$ cat config.mk
export PLATFORM = sky130hd
export DESIGN_NAME = dram_req_arbiter
export DESIGN_NICKNAME = d
export VERILOG_FILES = /design/src/rtl/dram_ctrl_pkg.sv /design/src/rtl/dram_refresh_timer.sv /design/src/rtl/dram_req_arbiter.sv
export SDC_FILE = /design/constraint.sdc
export NUM_CORES = 1
export LEC_CHECK = 0
export ABC_AREA = 1
export CORE_ASPECT_RATIO = 1.4
export CORE_MARGIN = 4
export CORE_UTILIZATION = 40
export DETAILED_ROUTE_END_ITERATION = 8
export PLACE_DENSITY = 0.84
export SLEW_MARGIN = 25
export SYNTH_ARGS = -nofsm -noshare
export SYNTH_HDL_FRONTEND = slang
export SYNTH_SLANG_ARGS = --single-unit
$ cat constraint.sdc
create_clock -name clk -period 3.2 [get_ports clk]
set_input_delay 0.8 -clock clk [delete_from_list [all_inputs] [get_ports clk]]
set_output_delay 0.8 -clock clk [all_outputs]
set_load 0.01 [all_outputs]
$ cat src/rtl/dram_ctrl_pkg.sv
// Shared types and width helpers for the DRAM controller front end and controller FSM.
package dram_ctrl_pkg;

    typedef enum logic [1:0] {
        IDLE    = 2'd0,
        BURST   = 2'd1,
        REFRESH = 2'd2
    } arb_state_t;

    localparam int OFFSET_W = 10;

    // Address-field widths; never narrower than one bit so degenerate sizes still elaborate.
    function automatic int bank_width(input int n);
        return (n > 1) ? $clog2(n) : 1;
    endfunction

    function automatic int row_width(input int n);
        return (n > 1) ? $clog2(n) : 1;
    endfunction

    function automatic int col_width(input int n);
        return (n > 1) ? $clog2(n) : 1;
    endfunction

endpackage

$ cat src/rtl/dram_refresh_timer.sv
// Free-running refresh interval timer: raises pending at each expiry, flags a sticky overrun
// when an expiry arrives while the previous refresh is still outstanding.
module dram_refresh_timer
    import dram_ctrl_pkg::*;
#(
    parameter int REFRESH_INTERVAL = 780
) (
    input  logic clk,
    input  logic rst_b,
    input  logic clear,
    output logic pending,
    output logic overrun
);

    localparam int TW = $clog2(REFRESH_INTERVAL);
    localparam logic [TW-1:0] RELOAD = TW'(REFRESH_INTERVAL - 1);

    logic [TW-1:0] count;
    logic          expire;

    assign expire = (count == '0);

    always_ff @(posedge clk or negedge rst_b) begin
        if (!rst_b) begin
            count   <= RELOAD;
            pending <= 1'b0;
            overrun <= 1'b0;
        end else begin
            count <= expire ? RELOAD : count - 1'b1;
            // A new expiry outranks a same-cycle clear so no refresh is ever lost.
            if (expire)
                pending <= 1'b1;
            else if (clear)
                pending <= 1'b0;
            if (expire && pending)
                overrun <= 1'b1;
        end
    end

endmodule

$ cat src/rtl/dram_req_arbiter.sv
// Round-robin front end for dram_ctrl_fsm: grants one requester per burst, latches its
// address fields, and slots refresh requests in between bursts.
module dram_req_arbiter
    import dram_ctrl_pkg::*;
#(
    parameter int NUM_REQ          = 4,
    parameter int NUMBER_OF_BANKS  = 8,
    parameter int NUMBER_OF_ROWS   = 128,
    parameter int NUMBER_OF_COLS   = 8,
    parameter int REFRESH_INTERVAL = 780,
    localparam int BW = bank_width(NUMBER_OF_BANKS),
    localparam int RW = row_width(NUMBER_OF_ROWS),
    localparam int CW = col_width(NUMBER_OF_COLS)
) (
    input  logic                         clk,
    input  logic                         rst_b,
    input  logic [NUM_REQ-1:0]           req,
    input  logic [NUM_REQ*BW-1:0]        req_bank,
    input  logic [NUM_REQ*RW-1:0]        req_row,
    input  logic [NUM_REQ*OFFSET_W-1:0]  req_offset,
    output logic [NUM_REQ-1:0]           gnt,
    output logic [NUM_REQ-1:0]           done,
    output logic                         addr_val,
    output logic [BW-1:0]                bank_id,
    output logic [RW-1:0]                row_id,
    output logic [CW-1:0]                col_id,
    output logic [OFFSET_W-1:0]          offset,
    output logic                         refresh_flag,
    input  logic                         access_done,
    input  logic                         refresh_done,
    output logic                         refresh_overrun
);

    localparam int IW = (NUM_REQ > 1) ? $clog2(NUM_REQ) : 1;

    logic [NUM_REQ-1:0][BW-1:0]       bank_arr;
    logic [NUM_REQ-1:0][RW-1:0]       row_arr;
    logic [NUM_REQ-1:0][OFFSET_W-1:0] off_arr;

    assign bank_arr = req_bank;
    assign row_arr  = req_row;
    assign off_arr  = req_offset;

    arb_state_t state, state_nxt;

    logic [IW-1:0]       ptr, owner, pick, idx;
    logic                pick_vld;
    logic                take, finish, ref_clear, ref_pending;
    logic [10:0]         row_end;
    logic [OFFSET_W-1:0] clamp_off;

    // First requester at or after ptr; scanning downward leaves the nearest hit last.
    always_comb begin
        pick     = '0;
        pick_vld = 1'b0;
        idx      = '0;
        for (int k = NUM_REQ - 1; k >= 0; k--) begin
            idx = IW'((int'(ptr) + k) % NUM_REQ);
            if (req[idx]) begin
                pick     = idx;
                pick_vld = 1'b1;
            end
        end
    end

    // Bursts may not run past the last row; the sum is widened so it cannot wrap.
    always_comb begin
        row_end   = 11'(row_arr[pick]) + 11'(off_arr[pick]);
        clamp_off = off_arr[pick];
        if (row_end > 11'(NUMBER_OF_ROWS - 1))
            clamp_off = OFFSET_W'(NUMBER_OF_ROWS - 1 - int'(row_arr[pick]));
    end

    always_comb begin
        state_nxt = state;
        take      = 1'b0;
        finish    = 1'b0;
        ref_clear = 1'b0;
        case (state)
            IDLE: begin
                if (ref_pending) begin
                    state_nxt = REFRESH;
                end else if (pick_vld) begin
                    state_nxt = BURST;
                    take      = 1'b1;
                end
            end
            BURST: begin
                if (access_done) begin
                    state_nxt = IDLE;
                    finish    = 1'b1;
                end
            end
            REFRESH: begin
                if (refresh_done) begin
                    state_nxt = IDLE;
                    ref_clear = 1'b1;
                end
            end
            default: state_nxt = IDLE;
        endcase
    end

    always_ff @(posedge clk or negedge rst_b) begin
        if (!rst_b) begin
            state        <= IDLE;
            ptr          <= '0;
            owner        <= '0;
            gnt          <= '0;
            done         <= '0;
            addr_val     <= 1'b0;
            bank_id      <= '0;
            row_id       <= '0;
            col_id       <= '0;
            offset       <= '0;
            refresh_flag <= 1'b0;
        end else begin
            state        <= state_nxt;
            done         <= '0;
            refresh_flag <= (state_nxt == REFRESH);
            if (take) begin
                owner    <= pick;
                gnt      <= NUM_REQ'(1) << pick;
                addr_val <= 1'b1;
                bank_id  <= bank_arr[pick];
                row_id   <= row_arr[pick];
                col_id   <= '0;
                offset   <= clamp_off;
            end
            if (finish) begin
                gnt      <= '0;
                addr_val <= 1'b0;
                done     <= NUM_REQ'(1) << owner;
                ptr      <= (owner == IW'(NUM_REQ - 1)) ? '0 : owner + 1'b1;
            end
        end
    end

    dram_refresh_timer #(
        .REFRESH_INTERVAL(REFRESH_INTERVAL)
    ) u_refresh_timer (
        .clk     (clk),
        .rst_b   (rst_b),
        .clear   (ref_clear),
        .pending (ref_pending),
        .overrun (refresh_overrun)
    );

endmodule

After elaboration in Yosys (flattened, before gate mapping) --
Index checks and enable logic that the tools add are counted.
Operators by class: add/sub/neg operators 7, order comparisons 6, equal/unequal tests 4, shift-type cells 2, mux-type cells 44, reductions and logical operators 5
Operators with widths (count):
- 2-to-1 mux 10 bit | 3
- binary-select mux 10 bit (select 2 bit) | 1
- 2-to-1 mux 1 bit | 19
- 2-to-1 mux 2 bit | 9
- less-than comparator 2 x 3 -> 1 bit (second input constant) | 5
- binary-select mux 7 bit (select 2 bit) | 1
- 2-to-1 mux 4 bit | 3
- adder 7 x 10 -> 11 bit | 1
- > comparator 11 x 7 -> 1 bit (second input constant) | 1
- zero test 10 bit | 1
- subtractor 10 x 1 -> 10 bit (second input constant) | 1
- binary-select mux 1 bit (select 2 bit) | 4
- << shifter 1 x 2 -> 4 bit (first input constant) | 2
- subtractor 7 x 7 -> 8 bit (first input constant) | 1
- 2-to-1 mux 7 bit | 1
- binary-select mux 3 bit (select 2 bit) | 1
- equality test 2 bit (second input constant) | 3
- one-hot mux 2 bit (3 select lines) | 1
- adder 2 x 1 -> 2 bit (second input constant) | 2
- adder 2 bit (second input constant) | 2
- nonzero test 2 bit | 2
- 2-to-1 mux 3 bit | 1
- equality test 2 x 1 -> 1 bit (second input constant) | 1
- zero test 2 bit | 1
- logical AND 1 bit | 1
Storage, ports and cells: register bits after elaboration 48, bits of input ports 88, output and inout port bits 34

Logic depth before layout (Yosys ltp) --
depth after elaboration 12, depth in mapped cells 29, mapped depth without buffers 29

Hierarchy --
From an unflattened synthesis, not the netlist that was laid out.
Second synthesis, totals: cell total of the unflattened synthesis 460, area, all modules 3358.2 sq um
By module, submodules not included:
- dram_req_arbiter | instances 1, cells an instance 382, area an instance 2720.1 sq um, sequential area each 900.9 sq um
- dram_refresh_timer | instances 1, cells an instance 78, area an instance 638.1 sq um, sequential area each 306.5 sq um

Least setup slack after synthesis --
No wires, ideal clock.
path kind input -> register, from input port req[3], to register offset[0], library setup time 0.117 ns, arrival 3.195 ns, data required time 3.083 ns, slack -0.112 ns, stages 22, path buffers 1, cells stage by stage inv_1 -> nand2_1 -> nand3_1 -> nand2_1 -> inv_2 -> nor2_1 -> nor2_1 -> nand2_4 -> nand2_4 -> nor2_2 -> buf_2 -> a22oi_1 -> nand2_1 -> ha_1 -> a21oi_1 -> inv_1 -> a21oi_1 -> nand2_2 -> a21oi_4 -> nand3_1 -> nand3_1 -> nand2_1
Between the ends: cells in the longest elaborated chain, start to end 11, elaborated cells between the ends (all ways) 27
RTL lines:
- start, declared | line dram_req_arbiter.sv:17 | input logic [NUM_REQ-1:0] req,
- binary-select mux 1 bit (select 2 bit) | line dram_req_arbiter.sv:59 | if (req[idx]) begin
- 2-to-1 mux 1 bit (not written as such) | line dram_req_arbiter.sv:59
- 2-to-1 mux 2 bit (4 in series) | line dram_req_arbiter.sv:59
- binary-select mux 7 bit (select 2 bit) or binary-select mux 10 bit (select 2 bit) (tied branches) | line dram_req_arbiter.sv:68, dram_req_arbiter.sv:71, dram_req_arbiter.sv:69
- 2-to-1 mux 7 bit (not written as such) or 2-to-1 mux 10 bit (tied branches) | line dram_req_arbiter.sv:68, dram_req_arbiter.sv:71, dram_req_arbiter.sv:69
- adder 7 x 10 -> 11 bit | line dram_req_arbiter.sv:68 | row_end = 11'(row_arr[pick]) + 11'(off_arr[pick]);
- > comparator 11 x 7 -> 1 bit | line dram_req_arbiter.sv:70 | if (row_end > 11'(NUMBER_OF_ROWS - 1))
- 2-to-1 mux 10 bit | line dram_req_arbiter.sv:70
- end signal, assigned | line dram_req_arbiter.sv:128 | offset <= clamp_off;
- end, declared | line dram_req_arbiter.sv:27 | output logic [OFFSET_W-1:0] offset,
Parallel ways exist; a longest one is shown, timed or not. The select of a mux whose other input is x is not followed. A chain may end at the register's enable or synchronous reset.

Worst setup path in the final report --
from input port req[1], to register offset[0]
Same word-level chain as after synthesis.

==> key figures <==
Synth
  • Post-synth design cell area: around 3100 µm²
  • Post-synthesis cell count: around 430
  • Compound-Gate Fraction of Synth Area: 0.133
  • Yosys top cell area share: 0.345
  • Top cell type by total area after synthesis: dfrtp_1
  • Register area share after synthesis: 0.387
  • Xor-xnor portion of the synthesized cell area: 0.0140
  • Yosys warning total: 0
  • Top post-synthesis cells by area: dfrtp_1, nand2_1, nand3_1
  • Synth unique cells: 36
  • Largest family of logic cells by synthesized area: simple AND/OR/NAND/NOR gates
  • Post-synthesis simple-gate area fraction: 0.323
  • FF+latch count, synth: 48
  • Post-synthesis adder-cell area fraction: 0.0481
  • Post-synth EDFFs: 0
  • Multiplexer share of the synthesized area: 0
  • Synth Flop Type: dfrtp_1
  • Post-synth ARST share: 1.00
  • Syn avg cell area: between 7 and 8 µm²

Cells and area
  • Fraction of layout cells with a size suffix above 1: 0.294
  • Nets: 719
  • Layout area overhead: 73.1%
  • Area occupied by multi-input gates: 1950 µm²
  • FILL cells: about 540
  • Sequential cell area: 1210 µm²
  • Antenna Cells: 0

Setup path
  • Worst setup path class: input port to register
  • Nature of the critical path startpoint: input port
  • CP required: ~3400 ps
  • Slowest cell on crit path: ha_4
  • Critical path endpoint category: register
  • Max incr delay on CP: around 250 ps
  • Crit path launch: req[1]
  • Crit-path most repeated cell: nand2_2
  • FF-to-FF Start: ptr[0]
  • CP max FO: 8
  • CP Data Arrival Time: around 3700 ps

Detailed routing
  • DR WL/cell: between 15 and 20 µm
  • DR pass1 iterations: 5
  • Vias per cell: between 5 and 6
  • Vias: between 3000 and 4000
  • Initial DRC count: 264
  • WL final: ~11000 µm
  • Drt drc: 0
  • Post-route ant nets: 0

Floorplanning
  • Starting Density: 0.416
  • Die width: ~83 µm
  • Core box area: ~7500 µm²
  • Die H: around 110 µm
  • Number of I/O pins: about 120
  • Die area: 9310 µm²
  • # rows: 37

Timing
  • Worst Tran Pin Value: between 500 and 600 ps
  • Fmax: between 200 and 300 MHz
  • Tcrit/Tclk final: 1.09
  • Setup TNS: -1850 ps
  • Worst relative slew slack: 0.609
  • Tmin final: 3480 ps
  • Final setup fails: 8
  • PnR worst setup slack: -278 ps
  • RSZ-0062 raised after global routing: true
  • Clock Skew: 7.60 ps
  • Final Max Slew Viols: 0
  • Fin. Hold Viols: 0

Clocking
  • Worst-path clk slew: roughly 90 ps
  • CTS tree: built
  • H-tree levels: 2
  • CTS buffer count: 5
  • Total clock sinks: 48
  • Worst-Skew Late Latency: 300 ps
  • Max Buffers Root-to-Sink: 2
  • Root Buffer: clkbuf_8

GRT
  • Largest net degree at the start of global routing: about 50
  • Grt ovf: 0
  • Initial antenna violation count: 0
  • Number of global-route vias before repair: 3717
  • First-pass GRT wire length: roughly 17000 µm
  • GRT Util Overall: 0.229

Status
  • Status: finished with violations
  • Failing checks: negative setup slack

Worst hold path
  • Hold Path Class: register to register
  • Hold Path Origin: u_refresh_timer.count[0]

Placed design
  • Gpl congestion: roughly 0.91
  • HPWL Detailed: approximately 8000 µm
  • Port Buffers: roughly 120

Job
  • Max Cap Violations: 0
[per-stage QoR]
step	cells	cell area, µm²	setup slack (ps)	hold slack [ps]	utilization
2_1_floorplan	430	3200	-55.6	429	-
3_3_place_gp	684	4810	-851	439	0.642
3_5_place_dp	684	4810	-943	460	0.642
4_1_cts	706	5150	-18.9	480	0.687
5_1_grt	717	5410	-431	494	0.721
6_report	717	5410	-278	475	0.721
[metal layers]
| metal | track usage | vias to the layer above | routed length, µm | share of wire |
|---|---|---|---|---|
| met3 | 0.0265 | 53 | 566 | 0.050 |
| met1 | 0.235 | 1793 | 4040 | 0.36 |
| met2 | 0.434 | 172 | 6110 | 0.54 |
| met4 | 0.113 | 0 | 662 | 0.058 |
| met5 | 0 | - | 0 | 0 |
| li1 | - | 1753 | - | - |
[final cells by class]
cell class                      instances  share of cell area
Clock inverter                          2             0.00648
Inverter                               60              0.0449
Timing Repair Buffer                  193               0.329
Tap cell                               97              0.0224
Clock buffer                            6              0.0134
Sequential cell                        48               0.224
Multi-Input combinational cell        311               0.360
[cell usage after synthesis (all sizes together), types with 2 or more instances]
cell	count
nor2	50
o22ai	12
clkbuf	3
nor4	3
dfstp	5
o21ai	16
nand2	131
inv	60
a21oi	6
nand3	39
buf	8
nand4	4
xor2	2
xnor2	3
a22oi	13
dfrtp	43
nor3	2
o21a	6
ha	12
a31oi	5
[kinds of logic after synthesis]
group	Yosys count
buffers and inverters	71
flip-flops	48
XOR/XNOR	5
adder cells (fa/ha/maj)	12
other	1
AND/OR/NAND/NOR	231
AO/OA/AOI/OAI	60
[flip-flops by register name, indices dropped and copies added (netlist names)]
register / count
addr_val: 1
bank_id: 3
done: 4
gnt: 4
offset: 10
owner: 2
ptr: 2
refresh_flag: 1
row_id: 7
state: 2
u_refresh_timer.count: 10
u_refresh_timer.overrun: 1
u_refresh_timer.pending: 1
[cell usage in the layout (no fill, tap or decap), types with 3 or more instances in the layout]
| cell type | Yosys | layout |
|---|---|---|
| nand3_2 | 0 | 11 |
| ha_4 | 0 | 4 |
| nand2_4 | 4 | 11 |
| dfstp_2 | 5 | 5 |
| nand2_1 | 118 | 95 |
| xnor2_1 | 3 | 3 |
| a21oi_2 | 0 | 3 |
| nor2_4 | 1 | 3 |
| clkbuf_8 | 0 | 5 |
| o22ai_2 | 1 | 3 |
| o21a_1 | 6 | 6 |
| o22ai_1 | 11 | 9 |
| nand3_1 | 39 | 28 |
| nor2_1 | 47 | 46 |
| inv_4 | 0 | 3 |
| nor4_1 | 3 | 3 |
| ha_1 | 12 | 8 |
| inv_2 | 8 | 10 |
| a22oi_1 | 13 | 7 |
| a31oi_1 | 5 | 5 |
| nand2_2 | 9 | 23 |
| a22oi_2 | 0 | 6 |
| clkdlybuf4s50_1 | 0 | 113 |
| buf_4 | 3 | 70 |
| o21ai_0 | 14 | 12 |
| buf_6 | 2 | 7 |
| conb_1 | 1 | 3 |
| inv_1 | 52 | 45 |
| nand4_1 | 4 | 4 |
| dfrtp_1 | 43 | 42 |
[final timing paths]
check | endpoint | slack [ps] | cells after the start
max in group asynchronous | ptr[0] | 2270 | 1
min reg2reg | u_refresh_timer.count[0] | 480 | 1
min in group asynchronous | offset[8] | 500 | 1
max reg2reg | offset[0] | -240 | 27
max | offset[0] | -280 | 27
min | u_refresh_timer.count[0] | 480 | 1
[repair_timing]
action	CTS	global route
resized for setup	52	38
hold buffers	0	0
buffers inserted	14	11
pin swaps	29	26
setup endpoints to repair	8	8
[critical path: cells and delay by family]
kind	cells	cell delay, ps
AO/OA/AOI/OAI	4	660
adder cells (fa/ha/maj)	1	250
buffers and inverters	7	700
AND/OR/NAND/NOR	15	1280
Power is not shown: default switching activity piles up to over one toggle a cycle in this logic, so the estimate is an artifact.
